## config.mk

```make
export PLATFORM = sky130hd
export DESIGN_NAME = bitonic_sort_pipe_flat
export DESIGN_NICKNAME = d
export VERILOG_FILES = /design/src/rtl/bitonic_sort_pipe_pkg.sv /design/src/rtl/bitonic_sort_pipe_if.sv /design/src/rtl/bitonic_sort_pipe_stage.sv /design/src/rtl/bitonic_sort_pipe.sv /design/src/flat_wrapper.sv
export SDC_FILE = /design/constraint.sdc
export NUM_CORES = 1
export LEC_CHECK = 0
export ABC_CLOCK_PERIOD_IN_PS = 2000
export BUFFER_PORTS_ARGS = -buffer_cell sky130_fd_sc_hd__clkbuf_2
export CAP_MARGIN = 30
export CORE_MARGIN = 2
export CORE_UTILIZATION = 57
export CTS_CLUSTER_SIZE = 20
export DETAILED_ROUTE_END_ITERATION = 16
export PLACE_DENSITY_LB_ADDON = 0.1
export SLEW_MARGIN = 20
export SYNTH_ARGS = -nofsm -noshare
export SYNTH_HDL_FRONTEND = slang
export SYNTH_SLANG_ARGS = --single-unit
```

## constraint.sdc

```tcl
create_clock -name clk -period 2 [get_ports clk]
set_input_delay 0.2 -clock clk [delete_from_list [all_inputs] [get_ports clk]]
set_output_delay 0.2 -clock clk [all_outputs]
set_load 0.1 [all_outputs]
```

## src/rtl/bitonic_sort_pipe_pkg.sv

```systemverilog
// Shared helpers for the bitonic sorting pipeline: stage numbering, partner
// index and the per-stage control word.
package sort_pkg;

    typedef struct packed {
        logic valid;
        logic desc;
    } stage_ctrl_t;

    function automatic int num_stages(int n);
        int l;
        l = $clog2(n);
        return l * (l + 1) / 2;
    endfunction

    // Stages run p = 0..L-1 with q counting down p..0 inside each merge.
    function automatic int stage_p(int k);
        int p;
        int rem;
        p   = 0;
        rem = k;
        while (rem >= p + 1) begin
            rem -= p + 1;
            p++;
        end
        return p;
    endfunction

    function automatic int stage_q(int k);
        int p;
        int rem;
        p   = 0;
        rem = k;
        while (rem >= p + 1) begin
            rem -= p + 1;
            p++;
        end
        return p - rem;
    endfunction

    function automatic int unsigned partner(int unsigned i, int unsigned q);
        return i ^ (32'd1 << q);
    endfunction

endpackage

```

## src/rtl/bitonic_sort_pipe_if.sv

```systemverilog
// Valid/ready vector stream into and out of the sorter.
// out_tag exists only when SORT_TAG_EN is defined.
interface bitonic_sort_pipe_if #(
    parameter int width = 8,
    parameter int index = 8,
    parameter int TAG_W = $clog2(index)
);
    logic             in_valid;
    logic             in_ready;
    logic [width-1:0] in_data [0:index-1];
    logic             in_desc;
    logic             out_valid;
    logic             out_ready;
    logic [width-1:0] out_data [0:index-1];
`ifdef SORT_TAG_EN
    logic [TAG_W-1:0] out_tag [0:index-1];
`endif

    modport slave (
        input  in_valid, in_data, in_desc, out_ready,
        output in_ready, out_valid, out_data
`ifdef SORT_TAG_EN
        , output out_tag
`endif
    );

    modport master (
        output in_valid, in_data, in_desc, out_ready,
        input  in_ready, out_valid, out_data
`ifdef SORT_TAG_EN
        , input out_tag
`endif
    );
endinterface

```

## src/rtl/bitonic_sort_pipe_stage.sv

```systemverilog
// One (p,q) compare/exchange layer of the bitonic network followed by its
// register bank. Tags follow their keys when SORT_TAG_EN is defined.
module bitonic_stage
    import sort_pkg::*;
#(
    parameter int width  = 8,
    parameter int index  = 8,
    parameter int SIGNED = 0,
    parameter int TAG_W  = 3,
    parameter int P      = 0,
    parameter int Q      = 0,
    parameter int L      = 3
) (
    input  logic                        clk,
    input  logic                        rst,
    input  logic                        en,
    input  stage_ctrl_t                 ctrl_in,
    input  logic [0:index-1][width-1:0] d_in,
`ifdef SORT_TAG_EN
    input  logic [0:index-1][TAG_W-1:0] tag_in,
    output logic [0:index-1][TAG_W-1:0] tag_out,
`endif
    output stage_ctrl_t                 ctrl_out,
    output logic [0:index-1][width-1:0] d_out
);

    logic [0:index-1][width-1:0] d_cx;
`ifdef SORT_TAG_EN
    logic [0:index-1][TAG_W-1:0] t_cx;
`endif

    function automatic logic greater(logic [width-1:0] a, logic [width-1:0] b);
        if (SIGNED != 0) return $signed(a) > $signed(b);
        return a > b;
    endfunction

    // down = 1 puts the larger key at the lower index; ties never swap.
    function automatic logic want_swap(logic [width-1:0] a, logic [width-1:0] b, logic down);
        return down ? greater(b, a) : greater(a, b);
    endfunction

    always_comb begin
        d_cx = d_in;
`ifdef SORT_TAG_EN
        t_cx = tag_in;
`endif
        for (int unsigned i = 0; i < index; i++) begin
            if (i[Q] == 1'b0) begin
                if (want_swap(d_in[i], d_in[partner(i, Q)],
                              ((P == L - 1) ? 1'b0 : i[P+1]) ^ ctrl_in.desc)) begin
                    d_cx[i]             = d_in[partner(i, Q)];
                    d_cx[partner(i, Q)] = d_in[i];
`ifdef SORT_TAG_EN
                    t_cx[i]             = tag_in[partner(i, Q)];
                    t_cx[partner(i, Q)] = tag_in[i];
`endif
                end
            end
        end
    end

    always_ff @(posedge clk) begin
        if (rst) begin
            ctrl_out <= '0;
            d_out    <= '0;
`ifdef SORT_TAG_EN
            tag_out  <= '0;
`endif
        end else if (en) begin
            ctrl_out <= ctrl_in;
            d_out    <= d_cx;
`ifdef SORT_TAG_EN
            tag_out  <= t_cx;
`endif
        end
    end

endmodule

```

## src/rtl/bitonic_sort_pipe.sv

```systemverilog
// Fully pipelined N-input bitonic sorter, one register bank per merge stage,
// with a global stall. Define SORT_TAG_EN to carry original-position tags.
module bitonic_sort_pipe
    import sort_pkg::*;
#(
    parameter int width  = 8,
    parameter int index  = 8,
    parameter int SIGNED = 0,
    parameter int TAG_W  = $clog2(index)
) (
    input logic                clk,
    input logic                rst,
    bitonic_sort_pipe_if.slave bus
);

    localparam int L = $clog2(index);
    localparam int S = num_stages(index);

    if (index < 2 || (index & (index - 1)) != 0) begin : g_bad_index
        $error("bitonic_sort_pipe: index must be a power of two >= 2");
    end

    logic                        en;
    stage_ctrl_t                 ctrl [0:S];
    logic [0:index-1][width-1:0] d    [0:S];
`ifdef SORT_TAG_EN
    logic [0:index-1][TAG_W-1:0] t    [0:S];
`endif

    assign en            = bus.out_ready | ~bus.out_valid;
    assign bus.in_ready  = en;
    assign bus.out_valid = ctrl[S].valid;
    assign ctrl[0]       = {bus.in_valid, bus.in_desc};

    for (genvar i = 0; i < index; i++) begin : g_io
        assign d[0][i]         = bus.in_data[i];
        assign bus.out_data[i] = d[S][i];
`ifdef SORT_TAG_EN
        assign t[0][i]         = TAG_W'(i);
        assign bus.out_tag[i]  = t[S][i];
`endif
    end

    for (genvar k = 0; k < S; k++) begin : g_stage
        bitonic_stage #(
            .width (width),
            .index (index),
            .SIGNED(SIGNED),
            .TAG_W (TAG_W),
            .P     (stage_p(k)),
            .Q     (stage_q(k)),
            .L     (L)
        ) u_stage (
            .clk     (clk),
            .rst     (rst),
            .en      (en),
            .ctrl_in (ctrl[k]),
            .d_in    (d[k]),
`ifdef SORT_TAG_EN
            .tag_in  (t[k]),
            .tag_out (t[k+1]),
`endif
            .ctrl_out(ctrl[k+1]),
            .d_out   (d[k+1])
        );
    end

endmodule
```

## src/flat_wrapper.sv

```systemverilog
// flat-port wrapper written by rule: the top's interface ports become plain ports
module bitonic_sort_pipe_flat import sort_pkg::*;
#(
    parameter int width  = 8,
    parameter int index  = 8,
    parameter int SIGNED = 0,
    parameter int TAG_W  = $clog2(index)
)
  (clk, rst, bus_in_valid, bus_in_data, bus_in_desc, bus_out_ready, bus_in_ready, bus_out_valid, bus_out_data);
  bitonic_sort_pipe_if #(.width(width), .index(index), .TAG_W(TAG_W)) bus_i ();
  input logic clk;
  input logic rst;
  input wire logic [$bits(bus_i.in_valid)-1:0] bus_in_valid;
  input wire logic [$bits(bus_i.in_data)-1:0] bus_in_data;
  input wire logic [$bits(bus_i.in_desc)-1:0] bus_in_desc;
  input wire logic [$bits(bus_i.out_ready)-1:0] bus_out_ready;
  output wire logic [$bits(bus_i.in_ready)-1:0] bus_in_ready;
  output wire logic [$bits(bus_i.out_valid)-1:0] bus_out_valid;
  output wire logic [$bits(bus_i.out_data)-1:0] bus_out_data;
  assign bus_i.in_valid = bus_in_valid;
  assign bus_i.in_data = {>>{bus_in_data}};
  assign bus_i.in_desc = bus_in_desc;
  assign bus_i.out_ready = bus_out_ready;
  assign bus_in_ready = bus_i.in_ready;
  assign bus_out_valid = bus_i.out_valid;
  assign bus_out_data = {>>{bus_i.out_data}};
  bitonic_sort_pipe #(.width(width), .index(index), .SIGNED(SIGNED), .TAG_W(TAG_W)) u_core (.clk(clk), .rst(rst), .bus(bus_i));
endmodule
```

==> results of run 1 <==
==> worst max-delay path: cells and delay by family (launching register included) <==
| kind | cells | cell delay [ps] |
|---|---|---|
| simple gates | 2 | 280 |
| flops | 1 | 340 |
| fa+ha+maj | 1 | 210 |
| buf+inv | 3 | 390 |
| mux | 1 | 170 |
| compound gates | 2 | 630 |
==> timing repair <==
item / in CTS / in global routing
setup endpoints to repair: 245 / 317
gates cloned: 13 / 6
pin swaps: 57 / 106
buffers inserted: 43 / 53
hold buffers: 23 / 0
resized for setup: 128 / 227
hold endpoints to repair: 22 / 0
==> registers in the layout, indices dropped and copies added, names as in the netlist <==
register and count:
u_core.g_stage.u_stage.d_out 384, u_core.g_stage.u_stage.ctrl_out 11
==> cells in the mapped netlist, drive strengths merged, types with 5 or more instances <==
cell and instances:
nand3 11, o211ai 29, nor3 9, and3 19, o21ai 783, nand2 34
inv 201, dfxtp 395, nor2 469, a311oi 11, or3 8, and4 8
buf 112, a21o 30, mux2i 384, nand4 40, a211oi 19, a221oi 11
nand2b 13, a211o 5, nor2b 25, ha 192, a21oi 231, clkbuf 159
==> through the flow <==
stage               setup TNS (ps)  setup WS (ps)  instances  utilization (%)
global route                -15870         -197.6       4287            76.89
CTS                          -6773         -167.8       4234            73.94
global placement            -45180         -418.6       4071            67.13
finish                       -4117         -107.3       4287            76.89
floorplan                   -11860         -115.5       3205                -
detailed placement          -40790         -458.9       4074            67.23
==> path summary, 6_finish.rpt <==
check	from	endpoint	slack, ps	cells after the start
worst min-delay path	bus_in_data[31]	u_core.g_stage[0].u_stage.d_out[31]$_SDFFE_PP0P_	20	3
worst max register to register	u_core.g_stage[3].u_stage.d_out[13]$_SDFFE_PP0P_	u_core.g_stage[4].u_stage.d_out[24]$_SDFFE_PP0P_	-110	9
worst max-delay path	u_core.g_stage[3].u_stage.d_out[13]$_SDFFE_PP0P_	u_core.g_stage[4].u_stage.d_out[24]$_SDFFE_PP0P_	-110	9
worst min register to register	u_core.g_stage[2].u_stage.ctrl_out[1]$_SDFFE_PP0P_	u_core.g_stage[2].u_stage.ctrl_out[1]$_SDFFE_PP0P_	450	2
==> report_power, final <==
part	switching (uW)	total [uW]	leakage, uW	internal (uW)
sequential	1030	10100	0.00329	9070
clock	3550	8840	0.000782	5290
combinational	11200	22900	0.0114	11700
==> kinds of logic (layout without fill, tap and decap cells) <==
logic type,Yosys count,count (layout)
AO/OA/AOI/OAI,1126,1126
adder cells (fa/ha/maj),192,192
buffers and inverters,472,962
flip-flops,395,395
multiplexers,384,384
AND/OR/NAND/NOR,636,636
==> routing by layer <==
metal / global-route usage (%) / vias to the layer above / wire length (microns)
li1: - / 12190 / -
met1: 38.76 / 12270 / 32490
met2: 60.61 / 948 / 41590
met3: 4.440 / 333 / 4741
met4: 20.21 / 0 / 5606
met5: 0 / - / 0
==> layout make-up <==
class	count	area (sq um)
repair buffers	677	5725
inverters	201	767.0
flip-flops and latches	395	8107
clock inverters	16	186.4
fillers	3067	10220
clock buffers	68	1385
well taps	592	740.7
multi-input cells	2338	17090
==> layout by cell type, fill, tap and decap left out, types with 14 or more instances in the layout <==
cell type      count
dfxtp_1          250
buf_4            436
buf_12            39
nor2_1           464
dlygate4sd3_1     23
mux2i_1          353
a21oi_1          215
nand2_1           34
inv_2             69
o21ai_0          773
clkbuf_2         132
mux2i_2           21
o211ai_1          29
dfxtp_2          138
buf_6             28
a21oi_2           15
clkbuf_16         52
nand4_1           40
inv_1            128
ha_4              86
ha_1             105
a21o_1            30
nor2b_1           14
==> results_dict.tcl, run 1 <==
set metrics [dict create \
    outcome "complete, but fails checks" \
    failed_checks "negative setup slack" \
    clock_insertion_delay_worst_skew_ps 600 \
    timing.critical_path.slowest_cell_delay_ps 340 \
    die_y_microns 215.9 \
    timing.critical_path.required_ps 2510 \
    routed_via_density 6.004 \
    max_slew_margin_pct 53.07 \
    final_worst_path_cycle_share_pct 105.4 \
    critical_path_cell_with_the_highest_stage_delay "dfxtp_2" \
    htreeDepth 2 \
    globalplace.congestion 0.9636 \
    syn_area_sq_um 25590 \
    drv_cap 0 \
    dp.final_hpwl_microns 59280 \
    fin_worst_hold_slack_ps 16.86 \
    async_set_reset_flop_share_out_of_synthesis_pct 0 \
    coreArea_sq_um 44220 \
    final_setup_violations 110 \
    diodes 0 \
    vias 25740 \
    cts-root-to-sink-buffers 3 \
    unrepaired_setup_endpoints_after_global_routing "yes" \
    fp.dieArea_sq_um 46600 \
    synth_simple_gate_area_share_pct 11.02 \
    grt_first_pass_wirelength_microns 127500 \
    clk_transition_reported_paths_ps 60 \
    mappedNetlistNets 3466 \
    timing.final.hold_violations 0 \
    post_detailed_route_drc_marker_count 0 \
    grt_max_degree 123 \
    top_level_ports 135 \
    vias_in_the_first_global_route 24780 \
    synthAdderAreaFrac_pct 9.388 \
    worstPathMaxFanout 8 \
    drive_above_1_share_pct 31.66 \
    postSynthAreaPerCell_sq_um 7.984 \
    first_drt_iteration_drcs 2133 \
    synth.area.top_cells "dfxtp_1 (31%), o21ai_0 (15%), mux2i_1 (15%)" \
    cts-buffers-inserted 45 \
    worst_clock_skew_ps 27.23 \
    max_freq_mhz 474.6 \
    totalWireLength_microns 84430 \
    worst-endpoint-arrival_ps 2620 \
    synthFlopType "dfxtp_1" \
    post_synth_edffs 0 \
    combinational_family_with_the_most_area_after_synthesis "compound AO/OA/AOI/OAI gates" \
    multiplexer_share_of_the_synthesized_area_pct 15.02 \
    fin_total_pwr_uw 41870 \
    seq_area_frac_synth_pct 30.90 \
    rows 77 \
    nNetsFinal 3919 \
    synthDominantAreaCellType "dfxtp_1" \
    detailed_place.area_sq_um 29730 \
    post_detailed_route_wirelength_per_cell_microns 19.69 \
    seq_cells_post_synth 395 \
    yosys_warning_total 0 \
    first_pass_iters 6 \
    numClockSinks 395 \
    hp-class "in -> reg" \
    postSynthCellCount 3205 \
    worstSetupStartpointType "flop" \
    total_leakage_power_uw 0.01550 \
    cts_tree "yes" \
    synthDistinctLibCells 36 \
    timing_worst_slew_pin_value_ps 704.0 \
    grt_overall_usage_pct 34.00 \
    grt-ovfl-total 0 \
    end_kind "flop" \
    buffer_ports.inserted 134 \
    power.ir.vdd_worst_v 0.0009799 \
    power.density_nw_per_um2 1231 \
    synth_compound_area_share_pct 25.09 \
    final_max_slew_viol_count 0 \
    netlist.area_leader.share_pct 30.90 \
    type_of_the_worst_setup_path "reg -> reg" \
    die_x_microns 215.9 \
    drt.antenna.violating_nets 0 \
    antenna_found_initial 0 \
    final.min_clock_period_ps 2107 \
    finalWorstSetupSlack_ps -107.3 \
    crit_path_cell_trace "inv_2 > ha_4 > and3_4 > a221oi_4 > nor3_2 > a311oi_4 > buf_4 > buf_16 > mux2i_1" \
    clock_tree.root_cell "clkbuf_16" \
    syn2layout_area_growth_pct 32.87 \
    xor_xnor_share_of_the_synthesized_area_pct 0 \
    floorplan.initialDensity_pct 57.87 \
    final_standard_cell_area_without_fillers_sq_um 34000 \
]
No activity file was read; power rests on OpenSTA's default activity.
==> run 2, diff against run 1 <==
--- a/config.mk
+++ b/config.mk
@@ -8,6 +8,7 @@
 export ABC_CLOCK_PERIOD_IN_PS = 2000
 export BUFFER_PORTS_ARGS = -buffer_cell sky130_fd_sc_hd__clkbuf_2
 export CAP_MARGIN = 30
+export CORE_ASPECT_RATIO = 1.75
 export CORE_MARGIN = 2
 export CORE_UTILIZATION = 57
 export CTS_CLUSTER_SIZE = 20
==> run 2 against run 1 <==
Against the previous run:
- the run still ends with negative setup slack left
- power is 0.82% higher
- hold slack worse by 13 ps
- core utilization grew 0.073 points
- highest routed layer is now met5
- largest power group unchanged
==> results_dict.tcl, run 2 (synthesized netlist as in run 1, its figures left out) <==
set metrics [dict create \
    timing.critical_path.slowest_cell_delay_ps 310 \
    flip_flop_count_of_the_largest_register_after_layout 384 \
    type_of_the_worst_setup_path "reg -> reg" \
    hp-class "in -> reg" \
    nNetsFinal 3949 \
    commonest_non_fill_non_tap_cells_in_the_layout "o21ai_0 (771), nor2_1 (466), buf_4 (440)" \
    numClockSinks 395 \
    max_slew_margin_pct 59.40 \
    grt-ovfl-total 0 \
    vias_in_the_first_global_route 25340 \
    drive_above_1_share_pct 31.13 \
    timing.critical_path.required_ps 2490 \
    finish.utilization_pct 76.96 \
    failed_checks "negative setup slack" \
    final_setup_violations 154 \
    first_drt_iteration_drcs 1836 \
    drt.antenna.violating_nets 0 \
    post_detailed_route_drc_marker_count 0 \
    buffer_ports.inserted 134 \
    worst_clock_skew_ps 24.82 \
    htreeDepth 2 \
    final.min_clock_period_ps 2264 \
    max_freq_mhz 441.7 \
    fp.dieArea_sq_um 46670 \
    globalplace.congestion 0.9750 \
    timing.final.hold_violations 0 \
    clock_tree.root_cell "clkbuf_16" \
    die_x_microns 164.2 \
    cts-buffers-inserted 40 \
    worstPathMaxFanout 8 \
    worstSetupStartpointType "flop" \
    layout_commonest_cell "o21ai_0" \
    top_level_ports 135 \
    crit_path_cell_trace "inv_1 > ha_1 > nor2b_4 > o211ai_1 > a211oi_2 > a311oi_4 > buf_6 > buf_12 > mux2i_1" \
    critical_path_cell_with_the_highest_stage_delay "dfxtp_1" \
    syn2layout_area_growth_pct 33.18 \
    dp.final_hpwl_microns 66240 \
    clock_insertion_delay_worst_skew_ps 570 \
    clk_transition_reported_paths_ps 70 \
    rows 102 \
    regMostFlops "u_core.g_stage.u_stage.d_out" \
    biggestRegsByFlops "u_core.g_stage.u_stage.d_out x384, u_core.g_stage.u_stage.ctrl_out x11" \
    routed_via_density 5.988 \
    grt_overall_usage_pct 37.79 \
    die_y_microns 284.3 \
    fin_setup_tns_ps -11360 \
    final_max_slew_viol_count 0 \
    place_worst_setup_slack_ps -421.1 \
    vias 25710 \
    antenna_found_initial 7 \
    post_detailed_route_wirelength_per_cell_microns 21.66 \
    timing_worst_slew_pin_value_ps 609.1 \
    fin_worst_hold_slack_ps 4.216 \
    grt_max_degree 121 \
    power.ir.vdd_worst_v 0.001247 \
    drv_cap 0 \
    cts_tree "yes" \
    unrepaired_setup_endpoints_after_global_routing "yes" \
    coreArea_sq_um 44290 \
    grt_first_pass_wirelength_microns 135800 \
    end_kind "flop" \
    cts-root-to-sink-buffers 3 \
    totalWireLength_microns 92990 \
    final_worst_path_cycle_share_pct 113.2 \
    detailed_place.area_sq_um 29970 \
    outcome "complete, but fails checks" \
    finalWorstSetupSlack_ps -264.0 \
    first_pass_iters 5 \
    final_standard_cell_area_without_fillers_sq_um 34080 \
    power.density_nw_per_um2 1239 \
    worst-endpoint-arrival_ps 2750 \
    total_leakage_power_uw 0.01561 \
    floorplan.initialDensity_pct 57.78 \
]
## run 2: changes by cell type in the layout (fill, tap and decap cells not counted), sizes merged
cell         delta
bufinv          -3
buf            +27
bufbuf          -1
inv             +1
diode           +5
dlygate4sd3     +9
clkbuf         -13
clkinvlp        +2
## run 2: repair_timing
| action | in CTS | in global routing |
|---|---|---|
| hold buffers | 32 | 0 |
| endpoints found under the setup margin | 225 | 347 |
| pin swaps | 38 | 98 |
| resized for setup | 161 | 203 |
| setup buffers | 71 | 35 |
| gates cloned | 11 | 6 |
| endpoints found under the hold margin | 25 | 0 |
## run 2: worst paths after layout
kind / startpoint / end / slack (ps) / cells after the start
setup / recovery: u_core.g_stage[2].u_stage.d_out[40]$_SDFFE_PP0P_ / u_core.g_stage[3].u_stage.d_out[10]$_SDFFE_PP0P_ / -260 / 9
setup reg to reg: u_core.g_stage[2].u_stage.d_out[40]$_SDFFE_PP0P_ / u_core.g_stage[3].u_stage.d_out[10]$_SDFFE_PP0P_ / -260 / 9
hold reg to reg: u_core.g_stage[0].u_stage.ctrl_out[1]$_SDFFE_PP0P_ / u_core.g_stage[0].u_stage.ctrl_out[1]$_SDFFE_PP0P_ / 450 / 2
hold / removal: bus_in_data[48] / u_core.g_stage[0].u_stage.d_out[56]$_SDFFE_PP0P_ / 4 / 3
## run 2: layer usage
layer / GRT usage [%] / part of all wire (%) / up-vias
met4: 42.43 / 13 / 4
met3: 8.069 / 5.1 / 478
met2: 67.11 / 50 / 950
li1: - / - / 12220
met1: 32.05 / 31 / 12060
met5: 0 / 0.028 / -
## run 2: stage by stage
step	power (uW)	std cells
2_1_floorplan	22810	3205
3_5_place_dp	28840	4076
3_3_place_gp	28350	4075
5_1_grt	43840	4290
4_1_cts	40860	4255
6_report	42210	4294
## run 2: critical path: cells and delay by family (launching register included)
| kind | cells | cell delay, ps |
|---|---|---|
| AND/OR/NAND/NOR | 1 | 50 |
| adder cells (fa/ha/maj) | 1 | 290 |
| AO/OA/AOI/OAI | 3 | 660 |
| flip-flops | 1 | 310 |
| multiplexers | 1 | 220 |
| buffers and inverters | 3 | 650 |
## run 2: power by group
| group | internal (uW) | switching [uW] | total [uW] |
|---|---|---|---|
| combinational | 12800 | 11800 | 24600 |
| sequential | 9060 | 1090 | 10100 |
| clock | 4130 | 3340 | 7460 |
## run 2: cell type report
type	instances	area, sq um
antenna	5	12.51
clock buffer	55	1139
multi-input combinational	2338	17060
tap	572	715.7
clock inverter	16	120.1
inverter	201	769.5
timing repair buffer	712	6147
fill	3168	10200
sequential	395	8117
==> run 3, diff against run 2 <==
--- a/config.mk
+++ b/config.mk
@@ -5,7 +5,7 @@
 export SDC_FILE = /design/constraint.sdc
 export NUM_CORES = 1
 export LEC_CHECK = 0
-export ABC_CLOCK_PERIOD_IN_PS = 2000
+export ABC_CLOCK_PERIOD_IN_PS = 1800
 export BUFFER_PORTS_ARGS = -buffer_cell sky130_fd_sc_hd__clkbuf_2
 export CAP_MARGIN = 30
 export CORE_ASPECT_RATIO = 1.75
@@ -14,6 +14,7 @@
 export CTS_CLUSTER_SIZE = 20
 export DETAILED_ROUTE_END_ITERATION = 16
 export PLACE_DENSITY_LB_ADDON = 0.1
+export REMOVE_ABC_BUFFERS = 1
 export SLEW_MARGIN = 20
 export SYNTH_ARGS = -nofsm -noshare
 export SYNTH_HDL_FRONTEND = slang
==> constraint.sdc (replaced) <==
create_clock -name clk -period 1.8 [get_ports clk]
set_input_delay 0.18 -clock clk [delete_from_list [all_inputs] [get_ports clk]]
set_output_delay 0.18 -clock clk [all_outputs]
set_load 0.1 [all_outputs]
==> run 3 against run 2 <==
Against the previous run:
- the flow still finishes with violations (negative setup slack)
- sequential share of layout area shrank 1.0 points
- non-clock buffer count grew 164
- first-iteration DRC count shrank 16%
- hold slack gained 3.3 ps
- sequential power grew 11%
- combinational power grew 11%
- global-route usage grew 0.40 points
- wire length grew 1.1%
- die area is the same
- worst setup slack lost 170 ps
- register-to-register slack lost 170 ps
- power grew 11%
==> results_dict.tcl, run 3 (synthesized netlist as in run 1, its figures left out) <==
set metrics [dict create \
    rrSetupSlack_ps -430 \
    final.fill_count 3050 \
    power.share.clock_pct 17.9 \
    place_worst_setup_slack_ps -546.5 \
    clock_tree.root_cell "clkbuf_16" \
    cts_tree "yes" \
    final_worst_path_cycle_share_pct 123.8 \
    max_slew_margin_pct 54.54 \
    syn2layout_area_growth_pct 38.87 \
    buffer_ports.inserted 134 \
    timing.critical_path.slowest_cell_delay_ps 410 \
    power.density_nw_per_um2 1319 \
    first_drt_iteration_drcs 1551 \
    vias_in_the_first_global_route 26670 \
    rows 102 \
    worstSetupStartpointType "flop" \
    routed_via_density 5.976 \
    share_seq_of_total_power_pct 23.8 \
    htreeDepth 2 \
    type_of_the_worst_setup_path "reg -> reg" \
    max_freq_mhz 448.6 \
    first_pass_iters 6 \
    post_detailed_route_drc_marker_count 0 \
    detailed_place.area_sq_um 30660 \
    floorplan.initialDensity_pct 57.78 \
    worst-endpoint-arrival_ps 2700 \
    fin_total_pwr_uw 46870 \
    post_detailed_route_wirelength_per_cell_microns 21.11 \
    coreArea_sq_um 44290 \
    grt-ovfl-total 0 \
    timing.critical_path.required_ps 2270 \
    hp-class "in -> reg" \
    cts-buffers-inserted 41 \
    drv_cap 0 \
    fp.dieArea_sq_um 46670 \
    vias 26620 \
    internal_power_uw 28180 \
    final.min_clock_period_ps 2229 \
    antenna_found_initial 4 \
    timing_worst_slew_pin_value_ps 679.4 \
    numClockSinks 395 \
    timing.final.hold_violations 0 \
    path_delay_family "compound AO/OA/AOI/OAI gates" \
    globalplace.congestion 1.026 \
    final_standard_cell_area_without_fillers_sq_um 35540 \
    drive_above_1_share_pct 35.62 \
    die_x_microns 164.2 \
    multi_input_area_sq_um 17320 \
    nNetsFinal 4115 \
    grt_overall_usage_pct 38.19 \
    final_setup_violations 299 \
    clk_transition_reported_paths_ps 60 \
    dp.final_hpwl_microns 61610 \
    clock_insertion_delay_worst_skew_ps 560 \
    netSwitchingFraction_pct 39.87 \
    final_max_slew_viol_count 0 \
    grt_max_degree 117 \
    layout_commonest_cell "o21ai_0" \
    end_kind "flop" \
    area.sequential_sq_um 8097 \
    grt_first_pass_wirelength_microns 139600 \
    biggestRegsByFlops "u_core.g_stage.u_stage.d_out x384, u_core.g_stage.u_stage.ctrl_out x11" \
    worstPathMaxFanout 8 \
    power.ir.vdd_worst_v 0.001805 \
    total_leakage_power_uw 0.01636 \
    commonest_non_fill_non_tap_cells_in_the_layout "o21ai_0 (772), buf_4 (639), nor2_1 (466)" \
    drt.antenna.violating_nets 0 \
    cts-root-to-sink-buffers 3 \
    outcome "complete, but fails checks" \
    flip_flop_count_of_the_largest_register_after_layout 384 \
    failed_checks "negative setup slack" \
    totalWireLength_microns 94030 \
    critical_path_cell_with_the_highest_stage_delay "o211ai_1" \
    finalWorstSetupSlack_ps -429.0 \
    regMostFlops "u_core.g_stage.u_stage.d_out" \
    die_y_microns 284.3 \
    power.switching_uw 18690 \
    finish.utilization_pct 80.24 \
    unrepaired_setup_endpoints_after_global_routing "yes" \
    top_level_ports 135 \
    part_of_the_power_in_combinational_logic_pct 58.3 \
    crit_path_cell_trace "ha_4 > nor2b_4 > o211ai_1 > a211oi_2 > a311oi_4 > buf_6 > buf_12 > mux2i_2" \
    path_buf_inv 2 \
    worst_clock_skew_ps 12.16 \
]
run 3: cell count changes in the layout (fill, tap and decap cells not counted), moves of 19 or more:
cell   delta
buf_4   +199
buf_6    -19
ha_1     -26
ha_4     +26
inv_1    -20
inv_2    +23
run 3: timing repair:
action | 4_1_cts | 5_1_grt
gates cloned | 20 | 10
resized for setup | 361 | 147
buffers inserted | 72 | 32
setup endpoints to repair | 321 | 373
pin swaps | 148 | 125
hold endpoints to repair | 23 | 0
hold buffers | 21 | 0
run 3: through the flow:
step | TNS, ps | hold slack (ps) | cells
6_report | -70180 | 7.483 | 4454
5_1_grt | -88670 | 52.46 | 4452
4_1_cts | -66430 | 9.439 | 4430
3_5_place_dp | -105000 | 431.6 | 4248
3_3_place_gp | -95980 | 418.0 | 4246
2_1_floorplan | - | 249.1 | 2934
run 3: final timing paths:
| path | startpoint | to | depth (start not counted) |
|---|---|---|---|
| min reg2reg | u_core.g_stage[4].u_stage.ctrl_out[1]$_SDFFE_PP0P_ | u_core.g_stage[4].u_stage.ctrl_out[1]$_SDFFE_PP0P_ | 2 |
| min | bus_in_data[54] | u_core.g_stage[0].u_stage.d_out[54]$_SDFFE_PP0P_ | 3 |
| max reg2reg | u_core.g_stage[2].u_stage.d_out[49]$_SDFFE_PP0P_ | u_core.g_stage[3].u_stage.d_out[54]$_SDFFE_PP0P_ | 8 |
| max | u_core.g_stage[2].u_stage.d_out[49]$_SDFFE_PP0P_ | u_core.g_stage[3].u_stage.d_out[54]$_SDFFE_PP0P_ | 8 |
run 3: final cells by class:
type | instances | share of cell area (%)
Timing Repair inverter | 1 | 0.01761
Clock buffer | 61 | 3.380
Sequential cell | 395 | 22.78
Inverter | 201 | 2.144
Clock inverter | 8 | 0.1831
Tap cell | 572 | 2.014
Antenna cell | 2 | 0.01408
Timing Repair Buffer | 876 | 20.72
Multi-Input combinational cell | 2338 | 48.74
run 3: metal layers:
| metal | GRT usage [%] | wire length, microns | vias up |
|---|---|---|---|
| met5 | 0 | 24 | - |
| met4 | 36.95 | 11020 | 4 |
| met3 | 8.026 | 4864 | 479 |
| met2 | 69.28 | 47530 | 972 |
| met1 | 33.65 | 30590 | 12610 |
| li1 | - | - | 12550 |
run 3: tightest hold or removal path, stage by stage:
cell and delay, ps:
clkbuf_2 100, o21ai_0 90, mux2i_1 140
run 3: power by group through the flow:
stage | Sequential [uW] | Combinational, uW | Clock, uW
6_report | 11200 | 27300 | 8410
5_1_grt | 11200 | 28600 | 8800
4_1_cts | 11000 | 26900 | 8430
3_5_place_dp | 11000 | 21300 | 0
3_3_place_gp | 11000 | 20800 | 0
2_1_floorplan | 11900 | 12000 | 0
